==> config.mk <==
export PLATFORM = sky130hd
export DESIGN_NAME = pc_sequencer
export DESIGN_NICKNAME = d
export VERILOG_FILES = /design/src/rtl/pc_sequencer_pkg.sv /design/src/rtl/pc_next_calc.sv /design/src/rtl/pc_sequencer.sv
export SDC_FILE = /design/constraint.sdc
export NUM_CORES = 1
export LEC_CHECK = 0
export CAP_MARGIN = 20
export CORE_ASPECT_RATIO = 0.5
export CORE_UTILIZATION = 45
export CTS_CLUSTER_DIAMETER = 150
export CTS_CLUSTER_SIZE = 20
export DETAILED_ROUTE_END_ITERATION = 10
export GPL_TIMING_DRIVEN = 0
export HOLD_SLACK_MARGIN = 0.02
export PLACE_DENSITY = 0.89
export SYNTH_ARGS = -nofsm -noshare
export SYNTH_HDL_FRONTEND = slang
export SYNTH_SLANG_ARGS = --single-unit
==> constraint.sdc <==
create_clock -name CLK -period 6.25 [get_ports CLK]
set_input_delay 1.875 -clock CLK [delete_from_list [all_inputs] [get_ports CLK]]
set_output_delay 1.875 -clock CLK [all_outputs]
set_load 0.01 [all_outputs]
==> src/rtl/pc_sequencer_pkg.sv <==
// pc_sequencer_pkg: shared types and constants for the PC sequencer
package pc_sequencer_pkg;

  typedef enum logic [1:0] {
    BOOT  = 2'd0,
    FETCH = 2'd1,
    VALID = 2'd2,
    FAULT = 2'd3
  } seq_state_t;

  typedef enum logic [1:0] {
    SEQ = 2'd0,
    BR  = 2'd1,
    JMP = 2'd2
  } next_sel_t;

  localparam int PC_STEP = 4;

  // jump outranks a taken branch, which outranks sequential stepping
  function automatic next_sel_t pick_sel(input logic jump, input logic branch_taken);
    return jump ? JMP : branch_taken ? BR : SEQ;
  endfunction

endpackage

==> src/rtl/pc_next_calc.sv <==
// pc_next_calc: combinational next-PC target and PC+4 computation
module pc_next_calc
  import pc_sequencer_pkg::*;
#(
  parameter int PC_W = 8
) (
  input  logic [PC_W-1:0] pc,
  input  logic [7:0]      branch_offset,
  input  logic [PC_W-1:0] jump_target,
  input  logic            jump,
  input  logic            branch_taken,
  output logic [PC_W-1:0] target,
  output logic [PC_W-1:0] pc_plus4
);

  next_sel_t              sel;
  logic signed [PC_W-1:0] off_ext;
  logic [PC_W-1:0]        br_target;
  logic [PC_W-1:0]        jmp_target;

  // all arithmetic wraps modulo 2^PC_W; jump targets are forced word-aligned
  always_comb begin
    sel        = pick_sel(jump, branch_taken);
    off_ext    = PC_W'($signed(branch_offset));
    pc_plus4   = pc + PC_W'(PC_STEP);
    br_target  = pc_plus4 + PC_W'(off_ext <<< 2);
    jmp_target = jump_target & ~PC_W'(3);
    target     = sel == JMP ? jmp_target : sel == BR ? br_target : pc_plus4;
  end

endmodule

==> src/rtl/pc_sequencer.sv <==
// pc_sequencer: program counter owner and instruction-fetch handshake FSM
module pc_sequencer
  import pc_sequencer_pkg::*;
#(
  parameter int              PC_W     = 8,
  parameter logic [PC_W-1:0] RESET_PC = '0,
  parameter int              MAX_WAIT = 4
) (
  input  logic            CLK,
  input  logic            RST_N,
  input  logic            stall,
  input  logic            branch_taken,
  input  logic [7:0]      branch_offset,
  input  logic            jump,
  input  logic [PC_W-1:0] jump_target,
  input  logic            imem_ack,
  output logic            imem_req,
  output logic [PC_W-1:0] imem_addr,
  output logic [PC_W-1:0] pc,
  output logic [PC_W-1:0] pc_plus4,
  output logic            instr_valid,
  output logic            fetch_error
);

  seq_state_t      state_q, state_d;
  logic [PC_W-1:0] pc_q, pc_d;
  logic [PC_W-1:0] pend_q, pend_d;
  logic            pend_v_q, pend_v_d;
  logic [3:0]      wait_q, wait_d;
  logic [PC_W-1:0] target;
  logic            redirect;

  assign redirect = jump | branch_taken;

  pc_next_calc #(.PC_W(PC_W)) u_next (
    .pc           (pc_q),
    .branch_offset(branch_offset),
    .jump_target  (jump_target),
    .jump         (jump),
    .branch_taken (branch_taken),
    .target       (target),
    .pc_plus4     (pc_plus4)
  );

  // state, PC, pending redirect and wait counter registers
  always_ff @(posedge CLK) begin
    if (!RST_N) begin
      state_q  <= BOOT;
      pc_q     <= RESET_PC;
      pend_q   <= '0;
      pend_v_q <= 1'b0;
      wait_q   <= '0;
    end else begin
      state_q  <= state_d;
      pc_q     <= pc_d;
      pend_q   <= pend_d;
      pend_v_q <= pend_v_d;
      wait_q   <= wait_d;
    end
  end

  // next state: a fresh redirect beats a stored one, and either discards the acked data
  always_comb begin
    state_d  = state_q;
    pc_d     = pc_q;
    pend_d   = pend_q;
    pend_v_d = pend_v_q;
    wait_d   = wait_q;
    case (state_q)
      BOOT: begin
        state_d = FETCH;
        wait_d  = '0;
      end
      FETCH: begin
        if (imem_ack) begin
          wait_d   = '0;
          pend_v_d = 1'b0;
          pc_d     = redirect ? target : pend_v_q ? pend_q : pc_q;
          state_d  = (redirect || pend_v_q) ? FETCH : VALID;
        end else begin
          wait_d   = wait_q + 4'd1;
          pend_d   = redirect ? target : pend_q;
          pend_v_d = redirect | pend_v_q;
          state_d  = wait_q == 4'(MAX_WAIT - 1) ? FAULT : FETCH;
        end
      end
      VALID: begin
        if (!stall) begin
          pc_d    = target;
          state_d = FETCH;
          wait_d  = '0;
        end
      end
      default: ;
    endcase
  end

  // outputs decode purely from the current state
  always_comb begin
    imem_req    = state_q == FETCH;
    instr_valid = state_q == VALID;
    fetch_error = state_q == FAULT;
    imem_addr   = pc_q;
    pc          = pc_q;
  end

endmodule

* Word level (Yosys, flattened, before mapping)
Index checks and enable logic that the tools add are counted.
** Storage, ports and cells
- Register bits :: 23
- Bits of input ports :: 22
** Cells by class
- Add/subtract/negate cells :: 3
- Eq/ne operators :: 9
- Mux-type cells :: 18
- Bitwise logic cells :: 3
- Reductions and logical operators :: 7
** Operators with widths (count)
- $mux 8 :: 6
- $pmux 8 s2 :: 1
- $pmux 4 s3 :: 1
- $mux 2 :: 5
- $add 8x3->8 const B :: 1
- $add 8x8->8 :: 1
- $mux 4 :: 2
- $eq 2x2->1 const B :: 3
- $pmux 2 s3 :: 1
- $add 4x1->4 const B :: 1
- $eq 2x1->1 const B :: 2
- $eq 4x2->1 const B :: 1
- $ne 2x2->1 const B :: 2
- $reduce_and 4->1 :: 1
- $ne 3x1->1 const B :: 1
- $reduce_and 3->1 :: 1
- $reduce_bool 3->1 :: 1
- $logic_not 2->1 :: 1
- $mux 1 :: 2
- $or 1x1->1 :: 2
- $reduce_and 2->1 :: 1
- $reduce_bool 2->1 :: 1
- $logic_or 1x1->1 :: 1
- $not 1->1 :: 1

* Longest topological paths before layout
- Depth in word-level cells :: 8
- Gate-level depth with buffers :: 9
- Gate-level depth less buffers :: 9

* Cells and area by module
Synthesis repeated with hierarchy kept, for this count alone.
** Second synthesis, totals
- Cells, all modules :: 193
- Area total of the unflattened synthesis :: 1681.6 um2
** By module, submodules not included
- pc_sequencer :: instances 1, cells each 132, area an instance 1218.7 um2, sequential area each 460.4 um2
- pc_next_calc :: instances 1, cells each 61, area an instance 462.9 um2, sequential area each 0.0 um2

* Worst setup path after synthesis
OpenSTA, ideal clock, no wires.
- Kind :: in2reg
- Start :: input port branch_offset[2]
- End :: register pend_q[7]
- Arrival time :: 3.196 ns
- Required time :: 6.128 ns
- Path slack :: 2.932 ns
- Stages :: 6
- Path buffers :: 0
- Cell sequence :: ha_1 > o21ai_0 > or4_1 > nand4_1 > xor2_1 > o311a_1
** On the way
- Longest elaborated chain between the ends :: 3
** RTL lines
- from (decl) :: line pc_sequencer.sv:13 : input logic [7:0] branch_offset,
- $add 8x8->8 :: line pc_next_calc.sv:26 : br_target = pc_plus4 + PC_W'(off_ext <<< 2);
- $mux 8 (2 in a row) :: line pc_next_calc.sv:28 : target = sel == JMP ? jmp_target : sel == BR ? br_target : pc_plus4;
- to (signal assigned) :: line pc_sequencer.sv:56 : pend_q <= pend_d;
- to (decl) :: line pc_sequencer.sv:27 : logic [PC_W-1:0] pend_q, pend_d;
Every way passes these cells.
A chain may end at the register's enable or synchronous reset.

* Final worst setup path
- Start :: register pc_q[2] (netlist: imem_addr[2])
- End :: output port pc_plus4[6]
** On the way
- Longest elaborated chain between the ends :: 1
** RTL lines
- from (decl) :: line pc_sequencer.sv:26 : logic [PC_W-1:0] pc_q, pc_d;
- from (signal assigned) :: line pc_sequencer.sv:55 : pc_q <= pc_d;
- $add 8x3->8 :: line pc_next_calc.sv:25 : pc_plus4 = pc + PC_W'(PC_STEP);
- to (decl) :: line pc_sequencer.sv:20 : output logic [PC_W-1:0] pc_plus4,
Every way passes these cells.

==> impl_metrics.toml <==
[global_routing]
use_met2 = 0.3651
antenna_found_initial = 0
busiest_layer = "met2"
grt_max_degree = 13
groute.usage.overall = 0.2248
globalRouteOverflowTotal = 0
grt_first_pass_wirelength_mm = 6.568
met1_global_route_usage = 0.3036
global_route.usage.met3 = 0.04291
first_global_vias = 1401

[power]
ir_drop_mv = 0.1427
power.leakage_uw = 0.0008465
power.switching_fraction = 0.3081
total_switching_power_uw = 119.2
power.share.sequential = 0.420
power_frac_comb = 0.347
power_density_nw_per_um2 = 181.6
p_int_uw = 267.7
clock_power_share = 0.233

[synthesis]
synth.top_cells.by_area = "sky130_fd_sc_hd__dfxtp_1 29%, sky130_fd_sc_hd__ha_1 9.4%, sky130_fd_sc_hd__nand2_1 7.1%"
syn-mean-instance-area_um2 = 8.139
ys_seq_elements = 23
ys_warn_count = 0
synthCells = 196
synth_top_cell_area_share = 0.2886
synth.largest_area_cell = "sky130_fd_sc_hd__dfxtp_1"
yosysUniqueCellTypes = 47
synth.cell_area_um2 = 1595
dominant_synthesized_flop_cell = "sky130_fd_sc_hd__dfxtp_1"
number_of_enable_type_register_cells_in_the_synthesized_netlist = 0
async_flop_share = 0
postSynthNetCount = 231
seq_area_frac_synth = 0.2886

[place]
count_of_buffers_from_port_buffering = 43
detailed_place_hpwl_mm = 3.098
post_dp_cell_area_um2 = 2086
gp_routability_congestion = 0.8488

[route]
drcViolationCount = 0
detailroute.via_count = 1619
drtPass1Iterations = 5
detailed_route_iter0_violations = 153
routed_wire_length_per_instance_um = 14.09
final_antenna_net_count = 0
routed_via_density = 5.564
routed_wl_mm = 4.099

[timing]
totalNegativeSetupSlack_ps = 0
setup_repair_after_global_routing_missed_its_margin = "no"
slew_headroom = 0.6104
clock_skew_ps = 7.630
final-setup-viol-count = 0
layout_worst_path_cycle_share = 0.6067
final.min_clock_period_ps = 3792
timing_worst_slew_pin_value_ps = 584.3
timing.fmax_ghz = 0.2637
hold_viol = 0
slew_viol_final = 0

[critical_path]
cpLargestDelayFamily = "buffers and inverters"
timing.setup.critical_path_class = "flip-flop to primary output"
cp_num_buf_inv = 1
cp.required_ps = 4380
critPathCaptureType = "primary output"
critPathArrivalTime_ps = 1920
path_max_fanout = 7
timing.critical_path.slowest_cell_delay_ps = 590
path_cells = "ha_1, nand3_1, xnor2_1, clkdlybuf4s50_1"
crit_slowest_cell = "sky130_fd_sc_hd__clkdlybuf4s50_1"
setup.worst_path.start_class = "flip-flop"

[final_layout]
proportion_of_layout_cells_with_a_drive_suffix_above_1 = 0.1029
area_growth_pct = 33.57
finish.instance_area_um2 = 2131
num_antenna_cells = 0
fillCellCount = 263
finalNetCount = 279

[clock_tree]
post_cts_hold_buffer_count = 0
clock_insertion_delay_worst_skew_ps = 260
cts_resized = 0
cts.sink_count = 23
path_clk_slew_ps = 80
htreeDepth = 1
tritoncts.num_buffers = 3
cts_buffer_depth = 2
cts.repair_timing.setup_buffer_count = 0
clock_tree.root_cell = "sky130_fd_sc_hd__clkbuf_8"
tritoncts_clock_tree = "built"

[worst_hold_path]
worstHoldPathType = "flip-flop to flip-flop"

[outcome]
outcome = "finished clean"

[floorplanning]
die_height_um = 44.10
effective_utilization_at_floorplan = 0.5004
die_area_um2 = 3801
die_width_um = 86.20
placement_rows = 14
floorplan.core_area_um2 = 3188
boundaryPins = 49

[run]
cap_violations = 0
-- cells in the final DEF, fill, tap and decap left out, drive strengths merged, types with 2 or more instances in the layout --
cell / n
clkdlybuf4s50: 43
nand2: 30
dfxtp: 23
nor2: 17
buf: 17
a21oi: 14
ha: 12
o21ai: 9
nand3: 8
inv: 5
clkbuf: 5
nand3b: 4
a31oi: 4
xor2: 3
xnor2: 3
a211oi: 3
nor3b: 3
nand2b: 3
o21a: 3
mux2i: 2
or3: 2
a21o: 2
a311oi: 2
a32oi: 2
nor3: 2
nor4bb: 2
nand4: 2
-- sequential cells by signal, indices dropped and copies added (netlist names) --
name / count
pend_v_q: 1
imem_addr: 8
wait_q: 4
state_q: 2
pend_q: 8
-- power by group through the flow --
stage               registers [µW]  logic, µW  clock network (µW)
floorplan                      166       76.2                   0
global placement               166        127                   0
detailed placement             166        131                   0
CTS                            162        133                90.8
global route                   164        147                99.6
finish                         162        134                90.2
-- metal layers --
| metal | share of wire | vias up |
|---|---|---|
| met3 | 0.071 | 14 |
| met2 | 0.47 | 83 |
| li1 | - | 788 |
| met1 | 0.44 | 734 |
| met5 | 0 | - |
| met4 | 0.022 | 0 |
-- cell families (layout without fill, tap and decap cells) --
family / after synthesis / in the layout / synth area share
XOR/XNOR: 6 / 6 / 0.03295
adder cells (fa/ha/maj): 13 / 13 / 0.1067
multiplexers: 3 / 3 / 0.01961
buffers and inverters: 24 / 71 / 0.09333
AND/OR/NAND/NOR: 80 / 80 / 0.2549
AO/OA/AOI/OAI: 47 / 47 / 0.2039
flip-flops: 23 / 23 / 0.2886
-- cell usage after synthesis, types with 4 or more instances --
| master | instances |
|---|---|
| sky130_fd_sc_hd__nand3_1 | 8 |
| sky130_fd_sc_hd__ha_1 | 12 |
| sky130_fd_sc_hd__a21oi_1 | 14 |
| sky130_fd_sc_hd__nand2_1 | 30 |
| sky130_fd_sc_hd__a31oi_1 | 4 |
| sky130_fd_sc_hd__dfxtp_1 | 23 |
| sky130_fd_sc_hd__buf_2 | 5 |
| sky130_fd_sc_hd__inv_1 | 5 |
| sky130_fd_sc_hd__nand3b_1 | 4 |
| sky130_fd_sc_hd__nor2_1 | 16 |
| sky130_fd_sc_hd__buf_4 | 10 |
| sky130_fd_sc_hd__o21ai_0 | 9 |
-- tightest hold or removal path: cells and delay by family, from the launching register on --
family | cells | cell delay [ps]
simple gates | 1 | 50
compound gates | 1 | 50
flops | 1 | 310
-- area by class of cell --
cell class              count  area (µm²)  share of cell area
plain buffers              18       126.4             0.05931
clock buffers               4       45.04             0.02114
inverters                   6       22.52             0.01057
multi-input cells         149       985.9              0.4627
flip-flops and latches     23       460.4              0.2161
well taps                  48       60.06             0.02819
repair buffers             43       430.4              0.2020
-- worst paths after layout --
path	from	endpoint	slack, ps	depth (start not counted)
setup / recovery	imem_addr[2]$_SDFFE_PN0P_	pc_plus4[6]	2460	4
hold / removal	pend_q[1]$_SDFFE_PN0P_	pend_q[1]$_SDFFE_PN0P_	460	2
setup reg to reg	imem_addr[2]$_SDFFE_PN0P_	pend_q[7]$_SDFFE_PN0P_	3770	8
hold reg to reg	pend_q[1]$_SDFFE_PN0P_	pend_q[1]$_SDFFE_PN0P_	460	2
-- metrics by stage --
stage	instances	utilization	hold slack, ps	worst slack (ps)	power (µW)
after global placement	287	0.6542	439.4	2339	292.8
after detailed placement	287	0.6542	448.6	2265	296.9
final	291	0.6684	456.6	2458	386.9
after CTS	291	0.6684	458.2	2441	385.8
after floorplan	196	-	432.1	2932	242.0
after global routing	291	0.6684	494.4	2321	409.9
Note: power is estimated with default switching activity, not from simulation.
